**config.mk**
```make
export PLATFORM = sky130hd
export DESIGN_NAME = piezo_seq
export DESIGN_NICKNAME = d
export VERILOG_FILES = /design/src/rtl/piezo_pkg.sv /design/src/rtl/piezo_seq_tone_gen.sv /design/src/rtl/piezo_seq.sv
export SDC_FILE = /design/constraint.sdc
export NUM_CORES = 1
export LEC_CHECK = 0
export CAP_MARGIN = 30
export CORE_UTILIZATION = 35
export CTS_BUF_LIST = sky130_fd_sc_hd__clkbuf_4 sky130_fd_sc_hd__clkbuf_8
export CTS_CLUSTER_DIAMETER = 120
export DETAILED_ROUTE_END_ITERATION = 16
export GPL_ROUTABILITY_DRIVEN = 0
export HOLD_SLACK_MARGIN = 0.12
export MAX_ROUTING_LAYER = met4
export REMOVE_ABC_BUFFERS = 1
export SYNTH_ARGS = -nofsm -noshare
export SYNTH_HDL_FRONTEND = slang
export SYNTH_SLANG_ARGS = --single-unit
```
**constraint.sdc**
```tcl
create_clock -name clk -period 5.5 [get_ports clk]
set_input_delay 1.65 -clock clk [delete_from_list [all_inputs] [get_ports clk]]
set_output_delay 1.65 -clock clk [all_outputs]
set_load 0.01 [all_outputs]
```
**src/rtl/piezo_pkg.sv**
```systemverilog
// piezo_pkg: note format, sequencer states, note constants and tune ROM.
// Shared by piezo_seq and its tone generator.
package piezo_pkg;

  typedef struct packed {
    logic [15:0] period;
    logic [2:0]  units;
  } note_t;

  typedef enum logic [1:0] {
    IDLE = 2'd0,
    PLAY = 2'd1,
    DONE = 2'd2
  } state_t;

  localparam logic [15:0] NOTE_G6 = 16'd31888;
  localparam logic [15:0] NOTE_C7 = 16'd23890;
  localparam logic [15:0] NOTE_E7 = 16'd18961;
  localparam logic [15:0] NOTE_G7 = 16'd15944;

  localparam int ROM_TUNES = 3;
  localparam int ROM_NOTES = 8;
  localparam int RTW = $clog2(ROM_TUNES);
  localparam int RNW = $clog2(ROM_NOTES);

  localparam note_t REST = '{16'd0, 3'd0};

  // units==0 terminates a tune
  localparam note_t TUNE_ROM [ROM_TUNES][ROM_NOTES] = '{
    '{'{NOTE_G6, 3'd2}, '{NOTE_C7, 3'd2},
      '{NOTE_E7, 3'd2}, REST, REST, REST,
      REST, REST},
    '{'{NOTE_G7, 3'd2}, '{NOTE_E7, 3'd1},
      '{NOTE_G7, 3'd2}, '{NOTE_E7, 3'd1},
      '{NOTE_C7, 3'd2}, '{NOTE_G6, 3'd4},
      REST, REST},
    '{'{NOTE_G6, 3'd2}, '{NOTE_C7, 3'd2},
      '{NOTE_E7, 3'd2}, '{NOTE_G7, 3'd3},
      '{NOTE_E7, 3'd1}, '{NOTE_G7, 3'd4},
      REST, REST}
  };

endpackage

```
**src/rtl/piezo_seq_tone_gen.sv**
```systemverilog
// piezo_tone_gen: 50% duty square wave; phase restarts on load.
// Ports: clk, rst_n, load (note start), period [15:0], piezo (tone out).
module piezo_tone_gen (
  input  logic        clk,
  input  logic        rst_n,
  input  logic        load,
  input  logic [15:0] period,
  output logic        piezo
);

  logic [15:0] per_q;
  logic [15:0] cnt;

  always_ff @(posedge clk or negedge rst_n) begin
    if (!rst_n) begin
      per_q <= '0;
      cnt   <= '0;
    end else if (load) begin
      per_q <= period;
      cnt   <= period - 16'd1;
    end else if (cnt == '0) begin
      cnt   <= per_q - 16'd1;
    end else begin
      cnt   <= cnt - 16'd1;
    end
  end

  assign piezo = (cnt >= (per_q >> 1));

endmodule

```
**src/rtl/piezo_seq.sv**
```systemverilog
// piezo_seq: multi-tune piezo sequencer, tune 0 preempts, others on holdoff.
// Ports: clk, rst_n, req[NUM_TUNES], piezo, piezo_n, busy, tune_id.
module piezo_seq
  import piezo_pkg::*;
#(
  parameter int FAST_SIM  = 1,
  parameter int CLK_HZ    = 50_000_000,
  parameter int NUM_TUNES = 3,
  parameter int MAX_NOTES = 8,
  parameter int DUR_SHIFT = 22,
  localparam int TW = (NUM_TUNES > 1) ?
    $clog2(NUM_TUNES) : 1
) (
  input  logic                 clk,
  input  logic                 rst_n,
  input  logic [NUM_TUNES-1:0] req,
  output logic                 piezo,
  output logic                 piezo_n,
  output logic                 busy,
  output logic [TW-1:0]        tune_id
);

  localparam int NW = (MAX_NOTES > 1) ?
    $clog2(MAX_NOTES) : 1;
  localparam int DW = DUR_SHIFT + 3;
  // fast unit is capped by the counter's own unit
  localparam int USH = (FAST_SIM != 0) ?
    ((DUR_SHIFT < 13) ? DUR_SHIFT : 13) :
    DUR_SHIFT;
  localparam longint REP_L = (FAST_SIM != 0) ?
    64'd5000 : 3 * longint'(CLK_HZ);
  localparam int HW = $clog2(REP_L + 1);
  localparam logic [HW-1:0] REPEAT = HW'(REP_L);

  state_t        state, state_nx;
  logic [TW-1:0] tune_q, tune_nx;
  logic [NW-1:0] idx_q, idx_nx;
  logic [DW-1:0] dur_q;
  logic [HW-1:0] hold_q;
  logic          load;
  logic          hold_ld;
  logic          pend;
  logic [TW-1:0] pick;
  logic          last;
  note_t         nxt;
  note_t         note_ld;
  logic          tone;

  function automatic note_t tune_note(
    input logic [TW-1:0] t,
    input logic [NW-1:0] n
  );
    note_t r;
    r = '0;
    if (int'(t) < ROM_TUNES &&
        int'(n) < ROM_NOTES)
      r = TUNE_ROM[RTW'(t)][RNW'(n)];
    return r;
  endfunction

  function automatic logic [15:0] scale(
    input logic [15:0] p
  );
    logic [15:0] s;
    s = p;
    if (FAST_SIM != 0) begin
      s = p >> 9;
      if (s < 16'd2) s = 16'd2;
    end
    return s;
  endfunction

  always_comb begin
    pend = 1'b0;
    pick = '0;
    // descending scan so the lowest index wins
    for (int k = NUM_TUNES - 1; k >= 1; k--) begin
      if (req[k]) begin
        pend = 1'b1;
        pick = TW'(k);
      end
    end
  end

  always_comb begin
    nxt  = tune_note(tune_q, idx_q + NW'(1));
    last = (idx_q == NW'(MAX_NOTES - 1)) ||
           (nxt.units == 3'd0);
  end

  always_comb begin
    state_nx = state;
    tune_nx  = tune_q;
    idx_nx   = idx_q;
    load     = 1'b0;
    hold_ld  = 1'b0;
    unique case (state)
      IDLE: begin
        if (req[0]) begin
          tune_nx  = '0;
          idx_nx   = '0;
          load     = 1'b1;
          state_nx = PLAY;
        end else if (pend && hold_q == '0) begin
          tune_nx  = pick;
          idx_nx   = '0;
          load     = 1'b1;
          state_nx = PLAY;
        end
      end
      PLAY: begin
        if (req[0] && tune_q != '0) begin
          tune_nx = '0;
          idx_nx  = '0;
          load    = 1'b1;
        end else if (dur_q == '0) begin
          if (last) begin
            state_nx = DONE;
          end else begin
            idx_nx = idx_q + NW'(1);
            load   = 1'b1;
          end
        end
      end
      DONE: begin
        idx_nx = '0;
        if (tune_q == '0 && req[0]) begin
          load     = 1'b1;
          state_nx = PLAY;
        end else begin
          hold_ld  = 1'b1;
          state_nx = IDLE;
        end
      end
      default: state_nx = IDLE;
    endcase
    note_ld = tune_note(tune_nx, idx_nx);
  end

  always_ff @(posedge clk or negedge rst_n) begin
    if (!rst_n) begin
      state  <= IDLE;
      tune_q <= '0;
      idx_q  <= '0;
    end else begin
      state  <= state_nx;
      tune_q <= tune_nx;
      idx_q  <= idx_nx;
    end
  end

  always_ff @(posedge clk or negedge rst_n) begin
    if (!rst_n)
      dur_q <= '0;
    else if (load)
      dur_q <= (DW'(note_ld.units) << USH) - DW'(1);
    else if (busy && dur_q != '0)
      dur_q <= dur_q - DW'(1);
  end

  always_ff @(posedge clk or negedge rst_n) begin
    if (!rst_n)
      hold_q <= '0;
    else if (hold_ld)
      hold_q <= REPEAT;
    else if (!busy && hold_q != '0)
      hold_q <= hold_q - HW'(1);
  end

  piezo_tone_gen u_tone (
    .clk    (clk),
    .rst_n  (rst_n),
    .load   (load),
    .period (scale(note_ld.period)),
    .piezo  (tone)
  );

  assign busy    = (state == PLAY);
  assign tune_id = tune_q;
  assign piezo   = busy & tone;
  assign piezo_n = busy & ~tone;

endmodule

```
==> results of run 1 <==
-- power breakdown --
part	internal, mW	total, mW	switching [mW]
logic	0.196	0.397	0.201
registers	0.607	0.727	0.120
clock network	0.171	0.360	0.189
total	0.974	1.48	0.510
-- how the worst max path moves through the flow --
| stage | start | to | cells after the start | slack [ns] |
|---|---|---|---|---|
| final | req[0] | u_tone.cnt[4] | 14 | 0.54 |
| after CTS | req[0] | u_tone.cnt[4] | 14 | 0.60 |
| after detailed placement | req[0] | u_tone.cnt[4] | 14 | 0.24 |
| after global routing | req[0] | u_tone.cnt[4] | 14 | 0.25 |
| after floorplan | req[0] | u_tone.cnt[4] | 13 | 1.06 |
| after global placement | req[0] | u_tone.cnt[4] | 14 | 0.28 |
-- per-layer routing --
| metal | vias to the layer above | global-route usage |
|---|---|---|
| li1 | 1729 | - |
| met1 | 1705 | 0.199 |
| met2 | 38 | 0.264 |
| met3 | 9 | 0.0399 |
| met4 | 0 | 0.0597 |
| met5 | - | - |
-- cell families after synthesis --
logic type	Yosys count	share of synthesized area
mux	5	0.0122
flops	67	0.382
xor+xnor	38	0.0758
compound gates	99	0.167
fa+ha+maj	21	0.0598
buf+inv	42	0.0416
simple gates	206	0.262
-- cell type report --
cell class                 count  area, sq um  share of cell area
sequential                    67         1680               0.350
timing repair buffer          12          108              0.0224
clock buffer                  10          138              0.0287
inverter                      26          100              0.0209
tap                          168          210              0.0438
clock inverter                 5         30.0             0.00626
multi-input combinational    369         2530               0.528
-- synthesized netlist by cell type (all sizes together) (5+ instances only) --
| master | count | area share |
|---|---|---|
| and2 | 5 | 0.0071 |
| xor2 | 14 | 0.028 |
| dfrtp | 67 | 0.38 |
| clkbuf | 11 | 0.0094 |
| nor4 | 18 | 0.037 |
| inv | 26 | 0.023 |
| buf | 5 | 0.0094 |
| nand2b | 8 | 0.011 |
| xnor2 | 24 | 0.048 |
| nor2 | 54 | 0.048 |
| ha | 21 | 0.060 |
| o21ai | 28 | 0.040 |
| or3 | 14 | 0.020 |
| o211ai | 5 | 0.0085 |
| a21oi | 27 | 0.033 |
| nor3 | 23 | 0.028 |
| nand3 | 15 | 0.017 |
| or4 | 7 | 0.013 |
| nand2 | 38 | 0.033 |
-- per-stage QoR --
step	setup WS, ns	instance area, sq um	std cells	utilization
after floorplan	1.06	4310	462	-
after global placement	0.281	4630	642	0.382
after detailed placement	0.237	4630	642	0.382
after CTS	0.599	4800	657	0.396
after global routing	0.247	4800	657	0.396
final	0.536	4800	657	0.396
-- sequential cells by signal, summed over array words and instances (netlist names) --
signal	flops
hold_q	13
u_tone.per_q	6
dur_q	25
u_tone.cnt	16
tune_id	2
idx_q	3
state	2
-- critical path: stages --
cell             delay, ns
clkdlybuf4s50_1       0.51
nor3_1                0.34
nor4bb_1              0.34
o22a_1                0.24
ha_1                  0.29
o21a_1                0.15
or4_1                 0.43
a21oi_2               0.27
nor3b_1               0.12
a21bo_1               0.21
ha_1                  0.22
nand2_1               0.08
nor3_1                0.05
o31a_1                0.28
==> run summary, run 1 <==
fmax -> 0.201 GHz
CTS tree -> done
CTS Buf Count -> 9
Clk Latency, worst-skew pair -> 0.35 ns
global-route wire length before repair -> 16200 um
status -> finished, final reports clean
metal2 WL -> 4470 um
Avg Inst Size Synth -> 9.19 sq um
clk root buf -> clkbuf_8
hold buffers post-CTS -> 0
Most used DFF post-synth -> dfrtp_1
Tot Pwr -> 1.48 mW
Reg-to-Reg Start -> idx_q[0]
DRT met1 WL -> 4510 um
via/cell ratio -> 5.30
GR Overflow Total -> 0
gr usage total -> 0.164
WHS Path Cells -> 2
Setup crit end kind -> register
number of antenna-violating nets in the routed design -> 0
largest net degree at the start of global routing -> 35
synth-to-layout area growth -> 9.17%
vias in the first global route -> 3363
Starting Density -> 0.363
# setup viols final -> 0
commonest non-fill, non-tap cells in the layout -> dfrtp_1 (67), nor2_1 (52), nand2_1 (37)
Highest Signal Layer -> met4
async set or reset register ratio after synthesis -> 1.00
clk slew on worst S/H paths -> 0.07 ns
PD cells -> 309 nW/um^2
share of layout cells above drive strength 1 -> 0.119
post-CTS setup buffer count -> 0
Clock Tree Buf Depth -> 2
DRC viols -> 0
Max rail drop VDD -> 0.000123 V
number of diodes -> 0
fin crit share -> 0.903
Mapped Area -> 4390 sq um
Rel. slew slack -> 0.464
PostCTS Resize Cnt -> 0
fin nets -> 511
hold path endpoint -> hold_q[12]
die width -> 114 um
vias -> 3481
WP data arrival -> 5.19 ns
max-slew violations -> 0
I/O Buffers -> 9
crit path launch type -> input port
Max Cap Violations -> 0
CTS sink count -> 67
Worst Tran Pin Value -> 0.805 ns
largest fanout on the critical path -> 7
number of flops mapped to enable cells by yosys -> 0
metal3 WL -> 233 um
synthesis warning total -> 0
final hold vios -> 0
R2R depth -> 15
core region area -> 12100 sq um
# rows -> 40
Die H -> 114 um
Routed WL -> 9370 um
Min Hold Slack -> 0.523 ns
Post-Syn Instances -> 478
initial antenna violation count -> 0
Fin Setup TNS -> 0 ns
Reg-to-Reg End -> u_tone.cnt[4]
WP data required -> 5.73 ns
Synth Register Bits -> 67
crit path kind -> input port to register
Final Critical Period -> 4.96 ns
Seq/Total Area, Yosys -> 0.382
hold crit path type -> register to register
commonest non-fill, non-tap cell in the layout -> dfrtp_1
Max H-tree Level -> 3
Setup Skew -> 0.0104 ns
drt first pass iters -> 4
synth unique cells -> 79
leakage -> 1.91 nW
I/O pin cnt -> 10
routed len/inst -> 14.3 um
initial DRC count -> 204
HPWL Detailed -> 6830 um
hold path startpoint -> hold_q[12]
R2R setup slack -> 1.14 ns
die area -> 13000 sq um
fillcell total -> 1239
RSZ-0062 raised after global routing -> no
No activity file was read; power rests on OpenSTA's default activity.
==> inputs of run 2 (changes only) <==
--- a/config.mk
+++ b/config.mk
@@ -10,10 +10,9 @@
 export CTS_BUF_LIST = sky130_fd_sc_hd__clkbuf_4 sky130_fd_sc_hd__clkbuf_8
 export CTS_CLUSTER_DIAMETER = 120
 export DETAILED_ROUTE_END_ITERATION = 16
-export GPL_ROUTABILITY_DRIVEN = 0
 export HOLD_SLACK_MARGIN = 0.12
-export MAX_ROUTING_LAYER = met4
 export REMOVE_ABC_BUFFERS = 1
+export SETUP_SLACK_MARGIN = 0.5
 export SYNTH_ARGS = -nofsm -noshare
 export SYNTH_HDL_FRONTEND = slang
 export SYNTH_SLANG_ARGS = --single-unit
==> run 2 against run 1 <==
Setup slack better by 0.20 ns. First-iteration DRC count down 5.9%. Via count up 0.17%. Design area up 0.73%. Sequential share of layout area down 0.25 points. Die area unchanged. Cell count up 0.15%. Critical path type unchanged. Largest power group unchanged. Highest routed layer unchanged.
==> run summary, run 2 (synthesis results as in run 1) <==
Starting Density -> 0.363
share of layout cells above drive strength 1 -> 0.127
biggest regs -> dur_q x25, u_tone.cnt x16, hold_q x13
CTS sink count -> 67
Clk Latency, worst-skew pair -> 0.35 ns
flip-flop and latch area -> 1680 sq um
largest net degree at the start of global routing -> 35
switching share of power -> 0.344
Die H -> 114 um
Comb pwr share -> 0.268
vias -> 3487
number of antenna-violating nets in the routed design -> 0
CTS Buf Count -> 9
initial antenna violation count -> 0
Fin Setup TNS -> 0 ns
number of diodes -> 0
max-slew violations -> 0
fin crit share -> 0.867
Min Hold Slack -> 0.522 ns
P_sw -> 0.510 mW
DRC viols -> 0
I/O pin cnt -> 10
largest register by flop count -> dur_q
# setup viols final -> 0
HPWL Detailed -> 6830 um
Max H-tree Level -> 3
Max rail drop VDD -> 0.000123 V
Clock Tree Buf Depth -> 2
crit path kind -> input port to register
Setup Skew -> 0.0103 ns
synth-to-layout area growth -> 9.97%
via/cell ratio -> 5.30
global-route wire length before repair -> 16200 um
clk root buf -> clkbuf_8
RSZ-0062 raised after global routing -> no
Routed WL -> 9400 um
R2R depth -> 15
routed len/inst -> 14.3 um
leakage -> 1.94 nW
Reg-to-Reg Start -> idx_q[0]
drt first pass iters -> 6
crit path launch type -> input port
GR Overflow Total -> 0
Core Util, Final -> 0.399
fin nets -> 512
hold crit path type -> register to register
CTS tree -> done
clk slew on worst S/H paths -> 0.07 ns
Largest register FFs -> 25
Rel. slew slack -> 0.467
Clock Power Share -> 0.243
status -> finished, final reports clean
fillcell total -> 1237
initial DRC count -> 192
core region area -> 12100 sq um
WP data required -> 5.73 ns
R2R setup slack -> 1.14 ns
commonest non-fill, non-tap cell in the layout -> dfrtp_1
die width -> 114 um
fmax -> 0.210 GHz
# rows -> 40
Final Critical Period -> 4.77 ns
PD cells -> 307 nW/um^2
largest fanout on the critical path -> 8
Critical path origin -> req[1]
WHS Path Cells -> 2
WP data arrival -> 4.99 ns
Multi-input gate area -> 2560 sq um
hold buffers post-CTS -> 0
Seq pwr share -> 0.490
I/O Buffers -> 9
hold path endpoint -> hold_q[12]
Setup crit end kind -> register
Worst Tran Pin Value -> 0.800 ns
vias in the first global route -> 3359
GP Congestion -> 0.831
commonest non-fill, non-tap cells in the layout -> dfrtp_1 (67), nor2_1 (52), nand2_1 (37)
Int Pwr -> 0.974 mW
gr usage total -> 0.159
Max Cap Violations -> 0
hold path startpoint -> hold_q[12]
die area -> 13000 sq um
final hold vios -> 0
Reg-to-Reg End -> u_tone.cnt[4]
run 2: per-stage QoR:
stage / total power, mW / cells / area [sq um] / setup WS [ns]
floorplan: 1.02 / 462 / 4310 / 1.06
global placement: 1.12 / 642 / 4630 / 0.281
detailed placement: 1.13 / 642 / 4630 / 0.237
CTS: 1.50 / 657 / 4800 / 0.599
global route: 1.60 / 658 / 4830 / 0.508
finish: 1.48 / 658 / 4830 / 0.732
run 2: timing repair:
action / 4_1_cts / 5_1_grt
resized for setup: 0 / 7
endpoints found under the setup margin: 0 / 2
setup buffers: 0 / 1
run 2: cell type report:
type                            instances  share of cell area
Clock buffer                           10              0.0285
Clock inverter                          5             0.00622
Inverter                               26              0.0207
Multi-Input combinational cell        369               0.530
Sequential cell                        67               0.347
Tap cell                              168              0.0435
Timing Repair Buffer                   13              0.0243
run 2: power groups by stage:
stage	Combinational [mW]	Sequential, mW	Clock, mW
after detailed placement	0.400	0.734	0
final	0.397	0.727	0.360
after global routing	0.457	0.743	0.399
after floorplan	0.320	0.704	0
after global placement	0.394	0.729	0
after CTS	0.403	0.726	0.375
run 2: how the worst max path moves through the flow:
stage / endpoint / cells past startpoint
global route: u_tone.cnt[4] / 13
finish: u_tone.cnt[4] / 13
floorplan: u_tone.cnt[4] / 13
global placement: u_tone.cnt[4] / 14
detailed placement: u_tone.cnt[4] / 14
CTS: u_tone.cnt[4] / 14
run 2: critical path: stages:
cell,delay [ns]
clkdlybuf4s50_1,0.56
o2111ai_1,0.18
a22o_1,0.34
o311ai_4,0.39
and2_2,0.33
inv_4,0.08
a221o_1,0.41
nor3b_1,0.21
a21bo_1,0.21
ha_1,0.22
nand2_1,0.08
nor3_1,0.05
o31a_1,0.28
run 2: routing by layer:
metal / GRT usage / vias to the layer above / wire length (um)
met3: 0.0399 / 9 / 310
met5: 0 / - / 0
met4: 0.0597 / 0 / 136
met1: 0.199 / 1706 / 4420
met2: 0.264 / 40 / 4540
li1: - / 1732 / -
